[config.mk]
export PLATFORM = sky130hd
export DESIGN_NAME = stb_readout_sequencer
export DESIGN_NICKNAME = d
export VERILOG_FILES = /design/src/rtl/stb_readout_sequencer.sv
export SDC_FILE = /design/constraint.sdc
export NUM_CORES = 1
export LEC_CHECK = 0
export ABC_AREA = 1
export CAP_MARGIN = 40
export CORE_ASPECT_RATIO = 2
export CORE_UTILIZATION = 37
export CTS_CLUSTER_DIAMETER = 200
export DETAILED_ROUTE_END_ITERATION = 10
export PLACE_DENSITY = 0.83
export SYNTH_ARGS = -nofsm -noshare
export SYNTH_HDL_FRONTEND = slang
export SYNTH_SLANG_ARGS = --single-unit
[constraint.sdc]
create_clock -name CLK_I -period 1.6 [get_ports CLK_I]
set_clock_uncertainty 0.2 [all_clocks]
set_input_delay 0.48 -clock CLK_I [delete_from_list [all_inputs] [get_ports CLK_I]]
set_output_delay 0.48 -clock CLK_I [all_outputs]
set_load 0.005 [all_outputs]
[src/rtl/stb_readout_sequencer.sv]
// Sequences one Streaming Trace Buffer capture: control write, status poll, DEPTH-word drain.
// Define STB_READOUT_TIMEOUT_EN to build the poll watchdog (TIMEOUT_CYCLES) that drives ERROR_O.
module stb_readout_sequencer #(
    parameter int CTRL_WIDTH     = 32,
    parameter int STAT_WIDTH     = 32,
    parameter int DATA_WIDTH     = 32,
    parameter int DEPTH          = 64,
    parameter int EVENT_BIT      = 0,
    parameter int TIMEOUT_CYCLES = 1024
) (
    input  logic                         CLK_I,
    input  logic                         RST_I,
    input  logic                         START_I,
    input  logic                         ABORT_I,
    input  logic [CTRL_WIDTH-1:0]        CONFIG_I,
    output logic                         BUSY_O,
    output logic                         DONE_O,
    output logic                         ERROR_O,
    output logic [$clog2(DEPTH+1)-1:0]   WORD_COUNT_O,
    output logic [STAT_WIDTH-1:0]        STATUS_CAPT_O,
    input  logic                         CONTROL_READY_I,
    output logic                         CONTROL_VALID_O,
    output logic [CTRL_WIDTH-1:0]        CONTROL_O,
    output logic                         STATUS_READY_O,
    input  logic                         STATUS_VALID_I,
    input  logic [STAT_WIDTH-1:0]        STATUS_I,
    output logic                         DATA_READY_O,
    input  logic                         DATA_VALID_I,
    input  logic [DATA_WIDTH-1:0]        DATA_I,
    input  logic                         OUT_READY_I,
    output logic                         OUT_VALID_O,
    output logic [DATA_WIDTH-1:0]        OUT_DATA_O,
    output logic                         OUT_LAST_O
);

    localparam int CNT_W = $clog2(DEPTH + 1);
    localparam logic [CNT_W-1:0] DEPTH_C = CNT_W'(DEPTH);
    localparam logic [CNT_W-1:0] LAST_C  = CNT_W'(DEPTH - 1);
    localparam logic [CNT_W-1:0] ONE_C   = CNT_W'(1);

    localparam logic [2:0] ST_IDLE  = 3'd0;
    localparam logic [2:0] ST_WR    = 3'd1;
    localparam logic [2:0] ST_POLL  = 3'd2;
    localparam logic [2:0] ST_DRAIN = 3'd3;
    localparam logic [2:0] ST_DONE  = 3'd4;

    logic [2:0]            state_q;
    logic [CTRL_WIDTH-1:0] control_q;
    logic [STAT_WIDTH-1:0] status_capt_q;
    logic [DATA_WIDTH-1:0] out_data_p1;
    logic                  vld_p1;
    logic                  last_p1;
    logic [CNT_W-1:0]      acc_cnt_q;
    logic [CNT_W-1:0]      word_cnt_q;
    logic                  error_q;

    logic busy;
    logic abort_hit;
    logic ctrl_xfer;
    logic stat_xfer;
    logic event_seen;
    logic data_rdy;
    logic data_xfer;
    logic out_xfer;
    logic timeout_hit;

    always_comb begin
        busy       = (state_q != ST_IDLE);
        abort_hit  = busy && ABORT_I;
        ctrl_xfer  = (state_q == ST_WR) && CONTROL_READY_I;
        stat_xfer  = (state_q == ST_POLL) && STATUS_VALID_I;
        event_seen = stat_xfer && STATUS_I[EVENT_BIT];
        // Refill the output register only when it is empty or draining this edge.
        data_rdy   = (state_q == ST_DRAIN) && (!vld_p1 || OUT_READY_I) && (acc_cnt_q < DEPTH_C);
        data_xfer  = data_rdy && DATA_VALID_I;
        out_xfer   = vld_p1 && OUT_READY_I;
    end

`ifdef STB_READOUT_TIMEOUT_EN
    localparam int TMO_W = $clog2(TIMEOUT_CYCLES + 1);
    localparam logic [TMO_W-1:0] TMO_LAST_C = TMO_W'(TIMEOUT_CYCLES - 1);
    localparam logic [TMO_W-1:0] TMO_ONE_C  = TMO_W'(1);

    logic [TMO_W-1:0] poll_cnt_q;

    assign timeout_hit = (state_q == ST_POLL) && !event_seen && (poll_cnt_q == TMO_LAST_C);

    always_ff @(posedge CLK_I) begin
        if (RST_I) begin
            error_q    <= 1'b0;
            poll_cnt_q <= '0;
        end else begin
            if ((state_q == ST_IDLE) && START_I) begin
                error_q <= 1'b0;
            end else if (timeout_hit && !abort_hit) begin
                error_q <= 1'b1;
            end
            if (ctrl_xfer) begin
                poll_cnt_q <= '0;
            end else if (state_q == ST_POLL) begin
                poll_cnt_q <= poll_cnt_q + TMO_ONE_C;
            end
        end
    end
`else
    logic unused_timeout;

    assign unused_timeout = (TIMEOUT_CYCLES != 0);
    assign timeout_hit    = 1'b0;
    assign error_q        = 1'b0;
`endif

    always_ff @(posedge CLK_I) begin
        if (RST_I) begin
            state_q       <= ST_IDLE;
            control_q     <= '0;
            status_capt_q <= '0;
            out_data_p1   <= '0;
            vld_p1        <= 1'b0;
            last_p1       <= 1'b0;
            acc_cnt_q     <= '0;
            word_cnt_q    <= '0;
        end else if (abort_hit) begin
            state_q <= ST_IDLE;
            vld_p1  <= 1'b0;
            last_p1 <= 1'b0;
        end else begin
            case (state_q)
                ST_IDLE: begin
                    if (START_I) begin
                        control_q  <= CONFIG_I;
                        word_cnt_q <= '0;
                        acc_cnt_q  <= '0;
                        state_q    <= ST_WR;
                    end
                end
                ST_WR: begin
                    if (ctrl_xfer) begin
                        state_q <= ST_POLL;
                    end
                end
                ST_POLL: begin
                    if (stat_xfer) begin
                        status_capt_q <= STATUS_I;
                    end
                    if (event_seen) begin
                        state_q <= ST_DRAIN;
                    end else if (timeout_hit) begin
                        state_q <= ST_IDLE;
                    end
                end
                ST_DRAIN: begin
                    // Stage p1: one-entry output register between data channel and OUT.
                    if (data_xfer) begin
                        out_data_p1 <= DATA_I;
                        vld_p1      <= 1'b1;
                        last_p1     <= (acc_cnt_q == LAST_C);
                        acc_cnt_q   <= acc_cnt_q + ONE_C;
                    end else if (out_xfer) begin
                        vld_p1  <= 1'b0;
                        last_p1 <= 1'b0;
                    end
                    if (out_xfer) begin
                        word_cnt_q <= word_cnt_q + ONE_C;
                        if (last_p1) begin
                            state_q <= ST_DONE;
                        end
                    end
                end
                ST_DONE: begin
                    state_q <= ST_IDLE;
                end
                default: begin
                    state_q <= ST_IDLE;
                end
            endcase
        end
    end

    assign BUSY_O          = busy;
    assign DONE_O          = (state_q == ST_DONE);
    assign ERROR_O         = error_q;
    assign WORD_COUNT_O    = word_cnt_q;
    assign STATUS_CAPT_O   = status_capt_q;
    assign CONTROL_VALID_O = (state_q == ST_WR);
    assign CONTROL_O       = control_q;
    assign STATUS_READY_O  = (state_q == ST_POLL);
    assign DATA_READY_O    = data_rdy;
    assign OUT_VALID_O     = vld_p1;
    assign OUT_DATA_O      = out_data_p1;
    assign OUT_LAST_O      = last_p1;

endmodule

After elaboration in Yosys (flattened, before gate mapping):

Index checks and enable logic that the tools add are counted.

* add/sub/neg operators: 2
* magnitude comparators: 1
* eq/ne operators: 11
* muxes and demuxes: 14
* bitwise operators: 1
* reductions and logical operators: 22

Operators by type and width (number)
* $pmux W7 S2: 2
* $mux W7: 3
* $mux W3: 5
* $add A7 B1 Y7 const B: 2
* $pmux W3 S4: 1
* $reduce_and A3 Y1: 3
* $logic_and A1 B1 Y1: 8
* $ne A2 B2 Y1 const B: 4
* $reduce_and A4 Y1: 2
* $eq A7 B6 Y1 const B: 1
* $lt A7 B7 Y1 const B: 1
* $eq A3 B2 Y1 const B: 2
* $reduce_and A5 Y1: 1
* $ne A2 B1 Y1 const B: 2
* $reduce_bool A2 Y1: 2
* $eq A3 B1 Y1 const B: 1
* $eq A3 B3 Y1 const B: 1
* $logic_not A3 Y1: 1
* $mux W1: 3
* $reduce_bool A3 Y1: 1
* $reduce_and A2 Y1: 1
* $reduce_or A2 Y1: 1
* $logic_not A1 Y1: 1
* $logic_or A1 B1 Y1: 1
* $not A1 Y1: 1

* flip-flop bits (word level): 115
* input port bits: 104
* output and inout bits: 111
* word-level logic and storage cells: 59

Longest topological paths before layout:

Gate-level depths: netlist of run 1.

* depth in word-level cells: 7
* gate-level depth with buffers: 10
* gate-level depth less buffers: 9

Worst setup path before layout of run 1:

Ideal clock, no wire load.

* path type: input -> register
* start point: in START_I
* end point: reg word_cnt_q[5] (netlist: WORD_COUNT_O[5])
* library setup time: 128 ps
* data arrival time: 1279 ps
* required time: 1272 ps
* setup slack: -7 ps
* stages: 8
* path buffers: 1
* path through: clkbuf_1 inv_1 nand3_1 nand2_1 nor2_2 nor2_1 nor2_1 nor2_1

* cells in the longest elaborated chain, start to end: 2

Ends and longest elaborated chain
* start: declaration: line 13 `input logic START_I,`
* $ne A2 B2 Y1 (no source line)
* $reduce_and A4 Y1 (no source line)
* end signal: assignment: line 164 `word_cnt_q <= word_cnt_q + ONE_C;`
* end: declaration: line 54 `logic [CNT_W-1:0] word_cnt_q;`

No other way between the ends.
A chain may end at the register's enable or synchronous reset.

Final worst setup path of run 1:

* start point: reg state_q[2]
* end point: out DATA_READY_O

* cells in the longest elaborated chain, start to end: 3

Ends and longest elaborated chain
* start: declaration: line 47 `logic [2:0] state_q;`
* start signal: assignment: line 115 `state_q <= ST_IDLE;`
* start signal: assignment: line 124 `state_q <= ST_IDLE;`
* start signal: assignment: line 134 `state_q <= ST_WR;`
* $eq A3 B2 Y1: line 74 `data_rdy = (state_q == ST_DRAIN) && (!vld_p1 || OUT_READY_I) && (acc_cnt_q < DEPTH_C);`
* $logic_and A1 B1 Y1 (2 in a row): line 74
* end: declaration: line 27 `output logic DATA_READY_O,`

No other way between the ends.

==> impl_metrics.json, run 1 <==
{
  "vias": 5487,
  "cts_root_buf": "clkbuf_16",
  "placedInstanceArea_sq_um": 7040,
  "clk_latency_ns": 0.40,
  "numPortBuffers": 213,
  "dieWidth_um": 80.1,
  "rows": 56,
  "dieArea_sq_um": 12700,
  "ir_worst_vdd_uv": 1050,
  "p_leak_nw": 3.74,
  "drc": 0,
  "gp_congestion": 0.857,
  "grt_antenna_before_repair": 0,
  "swShare_pct": 31.8,
  "finalHoldViolations": 0,
  "cts_tree": "yes",
  "synth.ff_latch_count": 115,
  "post-place-cells": 971,
  "fp.dieH_um": 158,
  "required_ns": 0.92,
  "drt_pass1_iterations": 5,
  "p_per_area_nw_per_um2": 1260,
  "hold_class": "reg -> reg",
  "syn_inst": 605,
  "endpoint_kind": "output pin",
  "finalCriticalPeriod_ns": 1.97,
  "dr.first_iter.drc_count": 262,
  "worstSetupStartpointType": "flip-flop",
  "clock-sinks": 115,
  "diodes": 0,
  "ant_nets": 0,
  "synth_nets": 711,
  "pwr-share-clk_pct": 33.3,
  "status": "finished with violations",
  "final_area_sq_um": 8870,
  "maxCapViolations": 0,
  "synth-simple-area-share_pct": 27.9,
  "grt_max_degree": 65,
  "synth_xor_area_share_pct": 0.583,
  "start_util_pct": 38.3,
  "grt-ovfl-total": 0,
  "p_seq_share_pct": 30.5,
  "vias_per_cell": 5.21,
  "yosysUniqueCellTypes": 25,
  "netlist_area_sq_um": 4510,
  "ys_seq_area_share_pct": 51.1,
  "violations": "setup timing",
  "reg2reg_depth": 10,
  "nets": 1002,
  "grt_pass1_vias": 5219,
  "internal-power_mw": 7.61,
  "numCtsBuffers": 17,
  "fin_ws_ns": -0.373,
  "core_area_sq_um": 11800,
  "hold_buffers": 0,
  "slew_viol_final": 0,
  "synthMuxAreaShare_pct": 0,
  "critical_path_class": "reg -> out",
  "path_max_fanout": 4,
  "synth_compound_area_share_pct": 12.9,
  "setup_viol": 120,
  "clk_path_buf_depth": 2,
  "critPathArrivalTime_ns": 1.29,
  "dp_hpwl_um": 9940,
  "drive_gt1_share_pct": 56.9,
  "ys_warn_count": 0,
  "layout.cells.non_filler": 1054,
  "area_growth_pct": 96.7,
  "synth_top_family_by_area": "simple AND/OR/NAND/NOR gates",
  "max_freq_mhz": 507,
  "final_util_pct": 75.3,
  "synthAdderAreaFrac_pct": 0.555,
  "wl_per_cell_um": 18.3,
  "switchingPower_mw": 3.55,
  "ios": 215,
  "clkTransAtPathRegs_ns": 0.06,
  "power_mw": 11.2,
  "avgSynthCellArea_sq_um": 7.45,
  "grt_first_pass_wirelength_um": 24900,
  "holdPathStages": 2,
  "ctsHtreeMaxLevel": 4,
  "routed_wl_um": 19300,
  "pre_cts_ws_ns": -0.909,
  "rsz0062_at_grt": "yes",
  "fin_crit_sh_pct": 123,
  "power_frac_comb_pct": 36.2,
  "track_usage_pct": 25.9
}
==> flip-flops by register name, indices dropped and copies added (netlist names) <==
register,cells
OUT_DATA_O,32
OUT_VALID_O,1
STATUS_CAPT_O,32
OUT_LAST_O,1
acc_cnt_q,7
CONTROL_O,32
WORD_COUNT_O,7
state_q,3
==> final cells by class <==
| type | instances | area [sq um] |
|---|---|---|
| flip-flops and latches | 115 | 2430 |
| clock buffers | 22 | 464 |
| inverters | 26 | 138 |
| clock inverters | 10 | 108 |
| repair buffers | 309 | 2860 |
| well taps | 145 | 181 |
| fillers | 764 | 2900 |
| multi-input cells | 427 | 2690 |
==> metal layers <==
metal	routed length, um	GRT usage (%)
met2	10900	50.6
met5	0	0
met1	6200	22.2
met3	1090	5.76
met4	1180	17.5
==> cell families after synthesis <==
logic type / Yosys count
buf+inv: 64
compound gates: 116
flops: 115
other cells: 1
simple gates: 304
fa+ha+maj: 2
xor+xnor: 3
==> power groups by stage <==
stage | Combinational, mW | Clock [mW] | Sequential, mW
finish | 4.04 | 3.71 | 3.40
floorplan | 1.04 | 0 | 3.38
CTS | 3.36 | 3.73 | 3.35
detailed placement | 2.37 | 0 | 3.36
global route | 4.26 | 3.91 | 3.43
global placement | 2.34 | 0 | 3.35
==> Yosys cell counts (all sizes together) <==
cell	instances	area (sq um)
clkbuf	17	63.8
inv	25	93.8
dfxtp	115	2300
xor2	2	17.5
a21oi	77	385
conb	1	3.75
buf	21	149
xnor2	1	8.76
clkinv	1	5.00
nand4	2	12.5
ha	2	25.0
nor3	3	15.0
nand3	53	280
nand2	151	582
nor2	95	369
o21ai	39	195
==> what timing repair did <==
| action | in CTS | in global routing |
|---|---|---|
| cloned | 13 | 5 |
| endpoints found under the setup margin | 196 | 125 |
| pin swaps | 47 | 45 |
| resized for setup | 654 | 197 |
| setup buffers | 26 | 18 |
==> worst max-delay path, cell delays in order, from the launching register on <==
cell and delay [ns]:
dfxtp_2 0.33, inv_2 0.07, buf_6 0.13, nand3_4 0.09, nor2_4 0.16, buf_6 0.12
==> worst paths after layout <==
check | to | from | slack [ns]
worst min-delay path | STATUS_CAPT_O[7]$_SDFFE_PP0P_ | STATUS_CAPT_O[7]$_SDFFE_PP0P_ | 0.25
worst min register to register | STATUS_CAPT_O[7]$_SDFFE_PP0P_ | STATUS_CAPT_O[7]$_SDFFE_PP0P_ | 0.25
worst max register to register | STATUS_CAPT_O[16]$_SDFFE_PP0P_ | state_q[1]$_SDFFE_PP0P_ | -0.26
worst max-delay path | DATA_READY_O | state_q[2]$_SDFFE_PP0P_ | -0.37
==> cell usage in the layout, fill, tap and decap left out, types with 29 or more instances in the layout <==
cell type | netlist | final
buf_2 | 8 | 104
nand2_1 | 147 | 103
clkdlybuf4s50_1 | 0 | 100
dfxtp_2 | 0 | 94
nor2_1 | 90 | 76
a21oi_2 | 0 | 44
buf_4 | 8 | 37
buf_6 | 4 | 35
nand2_2 | 3 | 33
a21oi_1 | 77 | 33
o21ai_2 | 0 | 29
==> stage by stage <==
| stage | hold slack, ns | TNS (ns) |
|---|---|---|
| after floorplan | 0.233 | 0 |
| after global placement | 0.247 | -50.51 |
| after detailed placement | 0.251 | -53.48 |
| after CTS | 0.254 | -17.80 |
| after global routing | 0.268 | -29.04 |
| final | 0.250 | -22.16 |
No activity file was read; power rests on OpenSTA's default activity.
==> inputs of run 2 (changes only) <==
Settings changed: TNS_END_PERCENT set to 50.
==> run 2 against run 1 <==
The flow still finishes with violations (setup timing). Register-to-register slack about the same. Die area unchanged. Worst setup slack got worse by 0.012 ns. Via count decreased by 5.6%. Sequential power about the same. Fmax decreased by 0.59%. Clock power about the same. Non-clock buffer count decreased by 15. Critical path depth unchanged. Sequential cell count unchanged. Design area decreased by 6.1%. Combinational power decreased by 17%. Critical path type unchanged. Critical endpoint unchanged. Largest cell class unchanged. Highest routed layer unchanged.
==> impl_metrics.json, run 2 (same netlist as run 1, synthesis figures left out) <==
{
  "reg2reg_depth": 10,
  "hold_class": "reg -> reg",
  "dieArea_sq_um": 12700,
  "gp_congestion": 0.857,
  "clkTransAtPathRegs_ns": 0.05,
  "endpoint_kind": "output pin",
  "critPathArrivalTime_ns": 1.30,
  "routed_wl_um": 16800,
  "ant_nets": 0,
  "tns_ns": -19.33,
  "use_met2_pct": 43.1,
  "path_buf_inv": 3,
  "rsz0062_at_grt": "yes",
  "nets": 986,
  "ir_worst_vdd_uv": 1000,
  "p_per_area_nw_per_um2": 1250,
  "status": "finished with violations",
  "fin_ws_ns": -0.384,
  "numPortBuffers": 213,
  "multi_input_area_sq_um": 2380,
  "layout.cells.non_filler": 1038,
  "start_util_pct": 38.3,
  "wl_per_cell_um": 16.2,
  "finalHoldViolations": 0,
  "final_cell_mix": "101 x clkdlybuf4s50_1, 101 x buf_2, 98 x nand2_1",
  "slew_viol_final": 0,
  "dieWidth_um": 80.1,
  "ctsHtreeMaxLevel": 4,
  "pre_cts_ws_ns": -0.909,
  "critical_path_class": "reg -> out",
  "worstSetupStartpointType": "flip-flop",
  "path_cells": "inv_2 > buf_6 > nand3_4 > nor2_4 > buf_6",
  "finalCriticalPeriod_ns": 1.98,
  "track_usage_pct": 22.6,
  "post-place-cells": 971,
  "violations": "setup timing",
  "core_area_sq_um": 11800,
  "maxCapViolations": 0,
  "numCtsBuffers": 17,
  "cpMostUsedCell": "buf_6",
  "path_max_fanout": 4,
  "setup_viol": 120,
  "cp.depth": 5,
  "regArea_sq_um": 2420,
  "rows": 56,
  "p_leak_nw": 3.55,
  "grt_first_pass_wirelength_um": 22100,
  "cpLargestDelayFamily": "flip-flops",
  "grt.met1_usage_pct": 21.4,
  "grt-ovfl-total": 0,
  "vias_per_cell": 4.99,
  "diodes": 0,
  "clock-sinks": 115,
  "ios": 215,
  "grt_pass1_vias": 4716,
  "hold_slack_ns": 0.248,
  "slowest_delay_ns": 0.33,
  "hold_buffers": 0,
  "grt_max_degree": 65,
  "use_met3_pct": 5.24,
  "slowest_stage": "dfxtp_2",
  "fillers": 880,
  "cts_tree": "yes",
  "drive_gt1_share_pct": 49.3,
  "holdPathStages": 2,
  "grt_antenna_before_repair": 0,
  "fp.dieH_um": 158,
  "drc": 0,
  "dr.first_iter.drc_count": 223,
  "fin_crit_sh_pct": 124,
  "dp_hpwl_um": 9940,
  "drt_pass1_iterations": 5,
  "max_freq_mhz": 504,
  "clk_path_buf_depth": 2,
  "area_growth_pct": 84.8,
  "power_mw": 10.4,
  "cts_root_buf": "clkbuf_16",
  "vias": 5182,
  "required_ns": 0.92,
  "busiest_layer": "met2",
  "clk_latency_ns": 0.41
}
[run 2: cell count changes in the layout (fill, tap and decap cells not counted), moves of 7 or more]
cell       before  now
a21oi_2        44   33
nand2_4        13    6
o21ai_2        29   12
nand3_2        28    5
nand2_2        33   45
nor2_1         76   86
nand3_1        19   41
a21oi_1        33   44
o21ai_1         4   21
buf_6          35   18
clkbuf_16      22   30
[run 2: layer usage]
layer  part of all wire, %  up-vias
li1                      -     2511
met1                    34     2400
met2                    57      219
met3                   5.6       52
met4                   3.9        0
met5                     0        -
[run 2: final cells by class]
class                      instances  area share, %
sequential                       115           29.1
tap                              145           2.18
multi-input combinational        426           28.5
timing repair buffer             294           31.8
clock buffer                      22           5.57
clock inverter                    10           1.29
inverter                          26           1.53
[run 2: worst paths after layout]
path                                                startpoint                        endpoint  slack, ns
worst max register to register         state_q[2]$_SDFFE_PP0P_     OUT_DATA_O[15]$_SDFFE_PP0P_      -0.27
worst min-delay path            STATUS_CAPT_O[13]$_SDFFE_PP0P_  STATUS_CAPT_O[13]$_SDFFE_PP0P_       0.25
worst max-delay path                   state_q[2]$_SDFFE_PP0P_                    DATA_READY_O      -0.38
worst min register to register  STATUS_CAPT_O[13]$_SDFFE_PP0P_  STATUS_CAPT_O[13]$_SDFFE_PP0P_       0.25
[run 2: timing repair]
item                                    CTS  global route
endpoints found under the setup margin  196           128
endpoints found under the hold margin     0             0
gates cloned                              0            13
resized for setup                       573           161
buffers inserted                         15             8
pin swaps                                10            52
[run 2: metrics by stage]
step | util, % | area [sq um]
floorplan | - | 4510
global placement | 59.8 | 7040
detailed placement | 59.8 | 7040
CTS | 63.2 | 7440
global route | 70.8 | 8330
finish | 70.8 | 8330
[run 2: power breakdown]
part	leakage, nW	internal (mW)	switching (mW)
clock network	0.276	2.36	1.33
registers	0.976	3.20	0.166
logic	2.29	1.72	1.65
total	3.55	7.28	3.14
[run 2: worst reg2reg max path, stage by stage (launching register included)]
cell	delay [ns]
dfxtp_2	0.33
inv_2	0.08
buf_6	0.13
nand3_4	0.09
nor2_4	0.17
buf_4	0.15
nand3_4	0.16
clkinv_8	0.14
buf_12	0.12
nand2_1	0.07
a21oi_1	0.17
==> inputs of run 3 (changes only) <==
Settings changed: CELL_PAD_IN_SITES_DETAIL_PLACEMENT set to 1, CELL_PAD_IN_SITES_GLOBAL_PLACEMENT set to 2, CORE_UTILIZATION 37 to 19, PLACE_DENSITY 0.83 to 0.81.
==> run 3 against run 2 <==
The run still ends with setup timing left. Fmax increased by 5.2%. Sequential cell count unchanged. Register-to-register slack gained 0.04 ns. Final cell count rose by 13%. Design area grew 3.7%. Core utilization shrank 34 points. Via count fell by 2.0%.
==> impl_metrics.json, run 3 (same netlist as run 1, synthesis figures left out) <==
{
  "slew_viol_final": 0,
  "vias": 5076,
  "fin_ws_ns": -0.285,
  "maxCapViolations": 0,
  "dieArea_sq_um": 24400,
  "cts_tree": "yes",
  "critical_path_class": "reg -> out",
  "grt_max_degree": 58,
  "ios": 215,
  "dr.first_iter.drc_count": 166,
  "cpMostUsedCell": "buf_6",
  "start_util_pct": 19.4,
  "diodes": 0,
  "required_ns": 0.92,
  "endpoint_kind": "output pin",
  "ir_worst_vdd_uv": 795,
  "numCtsBuffers": 17,
  "startpoint": "state_q[2]$_SDFFE_PP0P_",
  "finalCriticalPeriod_ns": 1.89,
  "pre_cts_ws_ns": -0.820,
  "ant_nets": 0,
  "clock-sinks": 115,
  "drive_gt1_share_pct": 49.0,
  "r2r-end": "OUT_DATA_O[2]$_SDFFE_PP0P_",
  "path_max_fanout": 2,
  "cp.depth": 4,
  "final_cell_mix": "104 x nand2_1, 101 x clkdlybuf4s50_1, 100 x buf_2",
  "drc": 0,
  "vias_per_cell": 4.33,
  "fp.dieH_um": 220,
  "status": "finished with violations",
  "wl_per_cell_um": 16.9,
  "hold_class": "reg -> reg",
  "clkTransAtPathRegs_ns": 0.05,
  "dp_hpwl_um": 12600,
  "max_freq_mhz": 530,
  "p_per_area_nw_per_um2": 1170,
  "cpLargestDelayFamily": "flip-flops",
  "gp_congestion": 0.723,
  "nets": 986,
  "numPortBuffers": 213,
  "grt_antenna_before_repair": 0,
  "regToRegSetupSlack_ns": -0.23,
  "path_cells": "buf_6 > nor2_4 > nand2_4 > buf_6",
  "routed_wl_um": 19800,
  "final_util_pct": 37.2,
  "cts_root_buf": "clkbuf_16",
  "layout_commonest_cell": "nand2_1",
  "grt_first_pass_wirelength_um": 27600,
  "clk_latency_ns": 0.43,
  "fillers": 2750,
  "slowest_stage": "dfxtp_4",
  "worstSetupStartpointType": "flip-flop",
  "drt_pass1_iterations": 4,
  "slowest_delay_ns": 0.36,
  "p_leak_nw": 3.69,
  "grt_pass1_vias": 5188,
  "reg2reg_depth": 11,
  "endpoint": "BUSY_O",
  "clk_path_buf_depth": 2,
  "setup_viol": 117,
  "r2r_start": "state_q[2]$_SDFFE_PP0P_",
  "rows": 79,
  "rsz0062_at_grt": "yes",
  "core_area_sq_um": 23200,
  "path_buf_inv": 2,
  "violations": "setup timing",
  "fin_crit_sh_pct": 118,
  "finalHoldViolations": 0,
  "track_usage_pct": 15.0,
  "critPathArrivalTime_ns": 1.21,
  "area_growth_pct": 91.6,
  "ctsHtreeMaxLevel": 4,
  "hold_buffers": 0,
  "dieWidth_um": 111,
  "grt-ovfl-total": 0
}
## run 3: cell types whose count changed in the layout (fill, tap and decap cells not counted), moves of 5 or more
cell      delta
o21ai_0      +5
dfxtp_1      -5
a21oi_1      -9
nand2_1      +6
clkbuf_2     -5
a21oi_2      +9
o21ai_2      -7
nand2_2     -25
nand2_4     +19
## run 3: final cells by class
cell class                 count  area [sq um]  share of cell area (%)
clock inverter                 5          52.6                   0.609
multi-input combinational    426          2430                    28.2
inverter                      26           154                    1.78
sequential                   115          2430                    28.2
clock buffer                  23           498                    5.77
timing repair buffer         294          2710                    31.4
tap                          283           354                    4.10
## run 3: worst reg2reg max path: cells and delay by family, from the launching register on
kind	cells	cell delay (ns)
and+or+nand+nor	5	0.42
buffers and inverters	5	0.65
DFF	1	0.36
AOI/OAI and AO/OA	1	0.13
## run 3: routing by layer
metal	vias to the layer above	wire (um)	GRT usage (%)
met4	0	394	6.89
met2	119	12000	30.0
met1	2425	6640	13.7
met5	-	0	0
met3	19	718	4.18
li1	2513	-	-
## run 3: what timing repair did
| action | in CTS | in global routing |
|---|---|---|
| cloned | 3 | 11 |
| setup buffers | 21 | 6 |
| pin swaps | 7 | 42 |
| endpoints found under the setup margin | 225 | 139 |
| gates resized for setup | 578 | 184 |
| hold endpoints to repair | 0 | 0 |
## run 3: worst min path at each step
stage | depth (start not counted) | slack (ns) | end | startpoint
2_1_floorplan | 2 | 0.23 | acc_cnt_q[6]$_SDFFE_PP0P_ | acc_cnt_q[6]$_SDFFE_PP0P_
3_3_place_gp | 2 | 0.25 | CONTROL_O[15]$_SDFFE_PP0P_ | CONTROL_O[15]$_SDFFE_PP0P_
3_5_place_dp | 2 | 0.25 | CONTROL_O[19]$_SDFFE_PP0P_ | CONTROL_O[19]$_SDFFE_PP0P_
4_1_cts | 2 | 0.26 | CONTROL_O[10]$_SDFFE_PP0P_ | CONTROL_O[10]$_SDFFE_PP0P_
5_1_grt | 2 | 0.27 | CONTROL_O[10]$_SDFFE_PP0P_ | CONTROL_O[10]$_SDFFE_PP0P_
6_report | 2 | 0.25 | CONTROL_O[10]$_SDFFE_PP0P_ | CONTROL_O[10]$_SDFFE_PP0P_
## run 3: report_power, final
part	switching (mW)	internal (mW)
clock network	1.36	2.29
registers	0.185	3.20
logic	1.54	1.52
total	3.08	7.01
## run 3: per-stage QoR
step	area [sq um]	cells	TNS [ns]	hold slack, ns	power [mW]
finish	8640	1172	-12.79	0.254	10.1
global route	8640	1172	-21.94	0.267	10.6
CTS	7760	1159	-12.56	0.256	9.69
detailed placement	7210	1108	-57.72	0.254	5.84
global placement	7210	1108	-55.08	0.248	5.82
floorplan	4510	605	0	0.233	4.42
